--- src/rtl/fault_campaign_ctrl.sv ---
// Fault-injection campaign sequencer: runs one golden pass, then walks every
// single fault (bit location x {stuck-0, stuck-1, flip}) one cycle each, and
// builds a per-fault detection map plus a detection count.
module fault_campaign_ctrl #(
  parameter int unsigned A_W   = 8,
  parameter int unsigned B_W   = 4,
  parameter int unsigned LOC_W = 3
) (
  input  logic                                  clk,
  input  logic                                  reset,
  input  logic                                  start,
  input  logic [A_W-1:0]                        a_in,
  input  logic [B_W-1:0]                        b_in,
  output logic [A_W-1:0]                        dut_a,
  output logic [B_W-1:0]                        dut_b,
  output logic [LOC_W-1:0]                      f_loc,
  output logic [1:0]                            f_type,
  input  logic [A_W-1:0]                        dut_c,
  input  logic [A_W-1:0]                        dut_y,
  output logic                                  busy,
  output logic                                  done,
  output logic                                  err,
  output logic [A_W-1:0]                        golden_c,
  output logic [A_W-1:0]                        golden_y,
  output logic [3*(2**LOC_W)-1:0]               detect_map,
  output logic [$clog2(3*(2**LOC_W)+1)-1:0]     detect_cnt
);

  localparam int unsigned N_LOC = 2 ** LOC_W;
  localparam int unsigned NF    = 3 * N_LOC;
  localparam int unsigned CNT_W = $clog2(NF + 1);
  localparam int unsigned K_W   = $clog2(NF);

  localparam logic [1:0] FT_NONE  = 2'b00;
  localparam logic [1:0] FT_STUCK0 = 2'b01;
  localparam logic [1:0] FT_FLIP  = 2'b11;

  typedef enum logic [1:0] {
    S_IDLE  = 2'd0,
    S_GOLD  = 2'd1,
    S_FAULT = 2'd2,
    S_DONE  = 2'd3
  } state_t;

  state_t         state;
  logic [K_W-1:0] k;
  logic           fault_hit;

  // Current fault changed either stage output relative to the golden pass.
  assign fault_hit = (dut_c != golden_c) || (dut_y != golden_y);

  // Campaign sequencer; every output is a register updated here.
  always_ff @(posedge clk or posedge reset) begin
    if (reset) begin
      state      <= S_IDLE;
      k          <= '0;
      dut_a      <= '0;
      dut_b      <= '0;
      f_loc      <= '0;
      f_type     <= FT_NONE;
      busy       <= 1'b0;
      done       <= 1'b0;
      err        <= 1'b0;
      golden_c   <= '0;
      golden_y   <= '0;
      detect_map <= '0;
      detect_cnt <= '0;
    end else begin
      done <= 1'b0;
      case (state)
        S_IDLE: begin
          if (start) begin
            detect_map <= '0;
            detect_cnt <= '0;
            f_loc      <= '0;
            f_type     <= FT_NONE;
            k          <= '0;
            if (a_in != '0) begin
              dut_a <= a_in;
              dut_b <= b_in;
              err   <= 1'b0;
              busy  <= 1'b1;
              state <= S_GOLD;
            end else begin
              // Zero modulus: abort without sweeping the stage.
              err      <= 1'b1;
              golden_c <= '0;
              golden_y <= '0;
              done     <= 1'b1;
              state    <= S_DONE;
            end
          end
        end

        S_GOLD: begin
          golden_c <= dut_c;
          golden_y <= dut_y;
          f_loc    <= '0;
          f_type   <= FT_STUCK0;
          k        <= '0;
          state    <= S_FAULT;
        end

        S_FAULT: begin
          detect_map[k] <= fault_hit;
          detect_cnt    <= detect_cnt + CNT_W'(fault_hit);
          if (k == K_W'(NF - 1)) begin
            f_loc  <= '0;
            f_type <= FT_NONE;
            busy   <= 1'b0;
            done   <= 1'b1;
            state  <= S_DONE;
          end else begin
            k <= k + K_W'(1);
            // Types cycle 01->10->11 within a location, then move to the next bit.
            if (f_type == FT_FLIP) begin
              f_type <= FT_STUCK0;
              f_loc  <= f_loc + LOC_W'(1);
            end else begin
              f_type <= f_type + 2'd1;
            end
          end
        end

        S_DONE: begin
          state <= S_IDLE;
        end

        default: begin
          state <= S_IDLE;
        end
      endcase
    end
  end

endmodule
--- config.mk ---
export PLATFORM = sky130hd
export DESIGN_NAME = fault_campaign_ctrl
export DESIGN_NICKNAME = d
export VERILOG_FILES = /design/src/rtl/fault_campaign_ctrl.sv
export SDC_FILE = /design/constraint.sdc
export NUM_CORES = 1
export LEC_CHECK = 0
export BUFFER_PORTS_ARGS = -buffer_cell sky130_fd_sc_hd__buf_2
export CAP_MARGIN = 10
export CORE_MARGIN = 2
export CORE_UTILIZATION = 49
export CTS_BUF_LIST = sky130_fd_sc_hd__clkbuf_2
export DETAILED_ROUTE_END_ITERATION = 8
export PLACE_DENSITY = 0.89
export SETUP_SLACK_MARGIN = 0.4
export SLEW_MARGIN = 20
export SYNTH_ARGS = -nofsm -noshare
export SYNTH_HDL_FRONTEND = slang
export SYNTH_SLANG_ARGS = --single-unit
export TNS_END_PERCENT = 5
--- constraint.sdc ---
create_clock -name clk -period 2.2 [get_ports clk]
set_input_delay 0.44 -clock clk [delete_from_list [all_inputs] [get_ports clk]]
set_output_delay 0.44 -clock clk [all_outputs]
set_load 0.02 [all_outputs]
# Yosys cells after proc, flatten, opt, wreduce, memory -nomap -nowiden
# Cells that the tools add are included.
word_totals:
  input_bits: 31
  ff_bits: 72
  output_inout_bits: 65
op_classes:
  add_sub_neg: 4
  order_cmp: 2
  mux: 33
  n_reduce_logical: 16
  eq_ne: 13
ops:
  columns: ["op", "n"]
  rows:
  - ["24-bit one-hot mux with 2 select lines", 1]
  - ["8-bit one-hot mux with 2 select lines", 2]
  - ["24-bit bitwise mux", 1]
  - ["24-bit two-way mux", 1]
  - ["8-bit two-way mux", 2]
  - ["8-bit != test", 2]
  - ["5-bit one-hot mux with 3 select lines", 1]
  - ["2-bit two-way mux", 6]
  - ["3-bit AND reduction", 4]
  - ["5-bit two-way mux", 2]
  - ["2-bit != test, second input constant", 5]
  - ["5-bit one-hot mux with 2 select lines", 1]
  - ["3-bit two-way mux", 3]
  - ["3-bit one-hot mux with 3 select lines", 1]
  - ["2-bit one-hot mux with 4 select lines", 1]
  - ["2-bit AND reduction", 4]
  - ["8-bit nonzero test", 1]
  - ["1-bit two-way mux", 7]
  - ["2-bit == test, second input constant", 3]
  - ["5-bit by 6-bit < comparator with 1-bit output, second input constant", 1]
  - ["2-bit one-hot mux with 3 select lines", 1]
  - ["5-bit by 1-bit adder with 5-bit output", 1]
  - ["5-bit by 1-bit adder with 5-bit output, second input constant", 1]
  - ["1-bit demux with 5-bit select", 1]
  - ["other kinds (13)", 15]

# Logic depth before layout (Yosys ltp)
logic_depth:
  ltp_word: 6
  depth_mapped: 9
  mapped_depth_nobuf: 8

# Worst setup path before layout
# Ideal clock, no wire load.
synth_path:
  path_kind: "register to register"
  start: "reg golden_c[1]"
  end: "reg detect_cnt[1]"
  setup_slack_ns: 0.012
  required_time_ns: 2.078
  setup_time_ns: 0.122
  stages_incl_launch_ff: 8
  arrival_ns: 2.066
  cell_sequence: "dfrtp_1 > xor2_1 > nor4_1 > nand4_2 > buf_4 > ha_1 > ha_1 > a32o_1"
synth_between:
  elab_chain_len: 4
synth_lines:
  columns: ["item", "line_no", "source"]
  rows:
  - ["start: declaration", "23", "output logic [A_W-1:0] golden_c,"]
  - ["start signal: assignment", "96", "golden_c <= dut_c;"]
  - ["8-bit != test", "50", "assign fault_hit = (dut_c != golden_c) || (dut_y != golden_y);"]
  - ["1-bit logical OR", "50", null]
  - ["5-bit by 1-bit adder with 5-bit output", "106", "detect_cnt <= detect_cnt + CNT_W'(fault_hit);"]
  - ["5-bit one-hot mux with 2 select lines", "70", "case (state)"]
  - ["end signal: assignment", "106", null]
  - ["end: declaration", "26", "output logic [$clog2(3*(2**LOC_W)+1)-1:0] detect_cnt"]
# Every way passes these cells.
# A chain may end at the register's enable or synchronous reset.

# Worst setup path in the final report
layout_path:
  start: "reg golden_y[3]"
  end: "reg detect_cnt[4]"
layout_between:
  elab_chain_len: 4
layout_lines:
  columns: ["item", "line_no", "source"]
  rows:
  - ["start: declaration", "24", "output logic [A_W-1:0] golden_y,"]
  - ["start signal: assignment", "97", "golden_y <= dut_y;"]
  - ["8-bit != test", "50", null]
  - ["1-bit logical OR", "50", null]
  - ["5-bit by 1-bit adder with 5-bit output", "106", null]
  - ["5-bit one-hot mux with 2 select lines", "70", null]
# Every way passes these cells.

==> out/results.ini <==
[sta]
hold_viol_final = 0
skew_ns = 0.0289
finalSetupViolCount = 0
clock.fmax_mhz = 525
tns_ns = 0
worstMarginPinSlew_ns = 0.555
finalCritPeriodShare_pct = 86.6
period_needed_ns = 1.91
slew_headroom_pct = 62.9
maxSlewViolCount = 0
rsz0062_at_grt = yes

[drt]
wirelength_mm = 8.78
drc = 0
routedWlPerCell_um = 15.6
vias = 3119
first_pass_iters = 4
drt.antenna.violating_nets = 0
drtIter0Drc = 238
dr_wl_met2_mm = 4.43
vias_per_cell = 5.53
wl_met1_mm = 3.76
wl_met3_um = 408
top_layer = met4

[min_path]
hold_end = dut_b[1]
hp-class = input port to flip-flop
holdCritStartpoint = b_in[1]
worstHoldPathCells = 2

[logic_synthesis]
synth_edf_count = 0
yosysSeqAreaShare_pct = 49.4
syn_area_per_cell_um2 = 10.2
async_reset_ff_share_pct = 100
yosys_register_bits = 72
ys.flop_type = dfrtp_1
yosys.area.top_type = dfrtp_1
synth.area.top_cells = dfrtp_1 49%, nand2_1 5.1%, a32o_1 4.7%
synth_area_um2 = 3650
yosys-top-cells-count = 72 x dfrtp_1, 50 x nand2_1, 19 x xor2_1
syn_nets = 403
netlist-cell-type-count = 41
synth_warnings = 0
synth_top_area_share_pct = 49.4
netlist_instances = 359
yosysMostFrequentCell = dfrtp_1

[place]
io_buffers = 95
place_congestion = 0.868
dpl.hpwl_mm = 6.14

[grt]
track_usage_pct = 22.7
antenna_found_initial = 0
grt_max_degree = 73
grt_pass1_vias = 3152
grt_first_pass_wirelength_mm = 15.1
gr-total-overflow = 0

[floorplanning]
rows = 31
ios = 96
die_area_um2 = 8150
core_area_um2 = 7210
die_h_um = 90.3
start_util_pct = 50.5
die_w_um = 90.3

[finish]
multiInputGateArea_um2 = 1760
nets = 504
regArea_um2 = 1800
antenna_cells = 0
fillCellCount = 622
area_growth_pct = 22.4
drive_above_1_share_pct = 33.1

[setup_path]
crit_chain = xor2_1, nor4_2, nand4_2, ha_4, ha_4, nand4_1, xor2_1, nor2_1
critPathMaxFanout = 2
worst_path_max_delay_cell = dfrtp_1
critPathRequiredTime_ns = 2.65
reg2reg_to = detect_cnt[4]
crit_type = flip-flop to flip-flop
slowest_delay_ns = 0.43
worstReg2RegStart = golden_y[3]
r2r_cells = 8
cp.arrival_ns = 2.35
start_kind = flip-flop
rrSetupSlack_ns = 0.29
endpoint_kind = flip-flop

[clock_network]
cts_buffers = 9
clockBufferDepth = 2
insertion_delay_ns = 0.54
htreeDepth = 3
clock_sinks = 72
clockRootBuffer = clkbuf_2
cts_tree = yes
clkTransAtPathRegs_ns = 0.20

[run]
cap_violations = 0

[pwr]
power_density_nw_per_um2 = 1210
max-vdd-ir-drop_mv = 0.639
finalPower_uw = 5380
p_leak_uw = 0.00225

[run_status]
outcome = complete, no violations

-- repair_timing --
action / in CTS / in global routing
hold buffers: 1 / 0
resized for setup: 10 / 4
endpoints found under the setup margin: 40 / 64
setup buffers: 3 / 1
hold endpoints to repair: 40 / 0
pin swaps: 8 / 5
-- power breakdown --
group	internal (uW)	total [uW]	switching (uW)
Combinational	1090	2830	1740
Sequential	1670	1950	280
Clock	145	602	457
Total	2900	5380	2480
-- critical path, delay by kind of cell (launching register included) --
kind                     cells  cell delay, ns
AND/OR/NAND/NOR              4            0.71
XOR/XNOR                     2            0.31
adder cells (fa/ha/maj)      2            0.37
flip-flops                   1            0.43
-- layout by cell type (no fill, tap or decap), types with 5 or more instances in the layout --
cell type  count
buf_2         95
dfrtp_1       72
nand2_1       49
xor2_1        19
a21oi_1       17
o21ai_0       17
a32o_1        17
buf_4         15
o21ai_1       14
inv_1         12
mux2_2        11
clkbuf_2      11
nor2_1         9
o21a_1         9
a31o_1         9
ha_1           9
and3_1         7
and2_1         6
a21o_1         5
-- area by class of cell --
| type | instances | area share [%] |
|---|---|---|
| flip-flops and latches | 72 | 40.4 |
| multi-input cells | 250 | 39.4 |
| clock inverters | 5 | 0.533 |
| inverters | 13 | 1.18 |
| well taps | 99 | 2.77 |
| repair buffers | 114 | 14.5 |
| clock buffers | 11 | 1.23 |
-- metal layers --
layer  vias to the layer above  track usage (%)
li1                       1481                -
met2                        78             38.3
met3                        17             5.01
met4                         0             7.69
met5                         -                0
met1                      1543             29.2
-- sequential cells by signal, summed over array words and instances (netlist names), 2 cells and up --
register,flops
dut_a,8
state,2
f_loc,3
k,5
detect_map,24
dut_b,4
golden_c,8
golden_y,8
detect_cnt,5
f_type,2
-- cell families after synthesis --
kind of cell | synth area share [%]
buffers and inverters | 4.29
DFF | 49.4
xor gates and xnor gates | 4.56
muxes | 4.29
and+or+nand+nor | 14.1
adders and majority gates | 4.46
AOI/OAI and AO/OA | 18.9
-- through the flow --
stage | area [um2] | hold WS, ns | util, % | worst slack, ns | instances
floorplan | 3650 | 0.536 | - | 0.0121 | 359
global placement | 4280 | 0.470 | 59.3 | 0.0873 | 543
detailed placement | 4280 | 0.472 | 59.3 | 0.0440 | 543
CTS | 4430 | 0.100 | 61.5 | 0.288 | 563
global route | 4460 | 0.0665 | 61.9 | 0.202 | 564
finish | 4460 | 0.0985 | 61.9 | 0.294 | 564
-- worst max-delay path by stage --
stage | from | end | cells after the start | slack, ns
6_report | golden_y[3] | detect_cnt[4] | 8 | 0.29
4_1_cts | golden_y[3] | detect_cnt[4] | 8 | 0.29
5_1_grt | golden_c[0] | detect_cnt[4] | 8 | 0.20
3_5_place_dp | dut_c[1] | detect_cnt[4] | 9 | 0.04
3_3_place_gp | dut_c[1] | detect_cnt[1] | 7 | 0.09
2_1_floorplan | golden_c[1] | detect_cnt[1] | 7 | 0.01
Power figures use the tool's default switching activity.
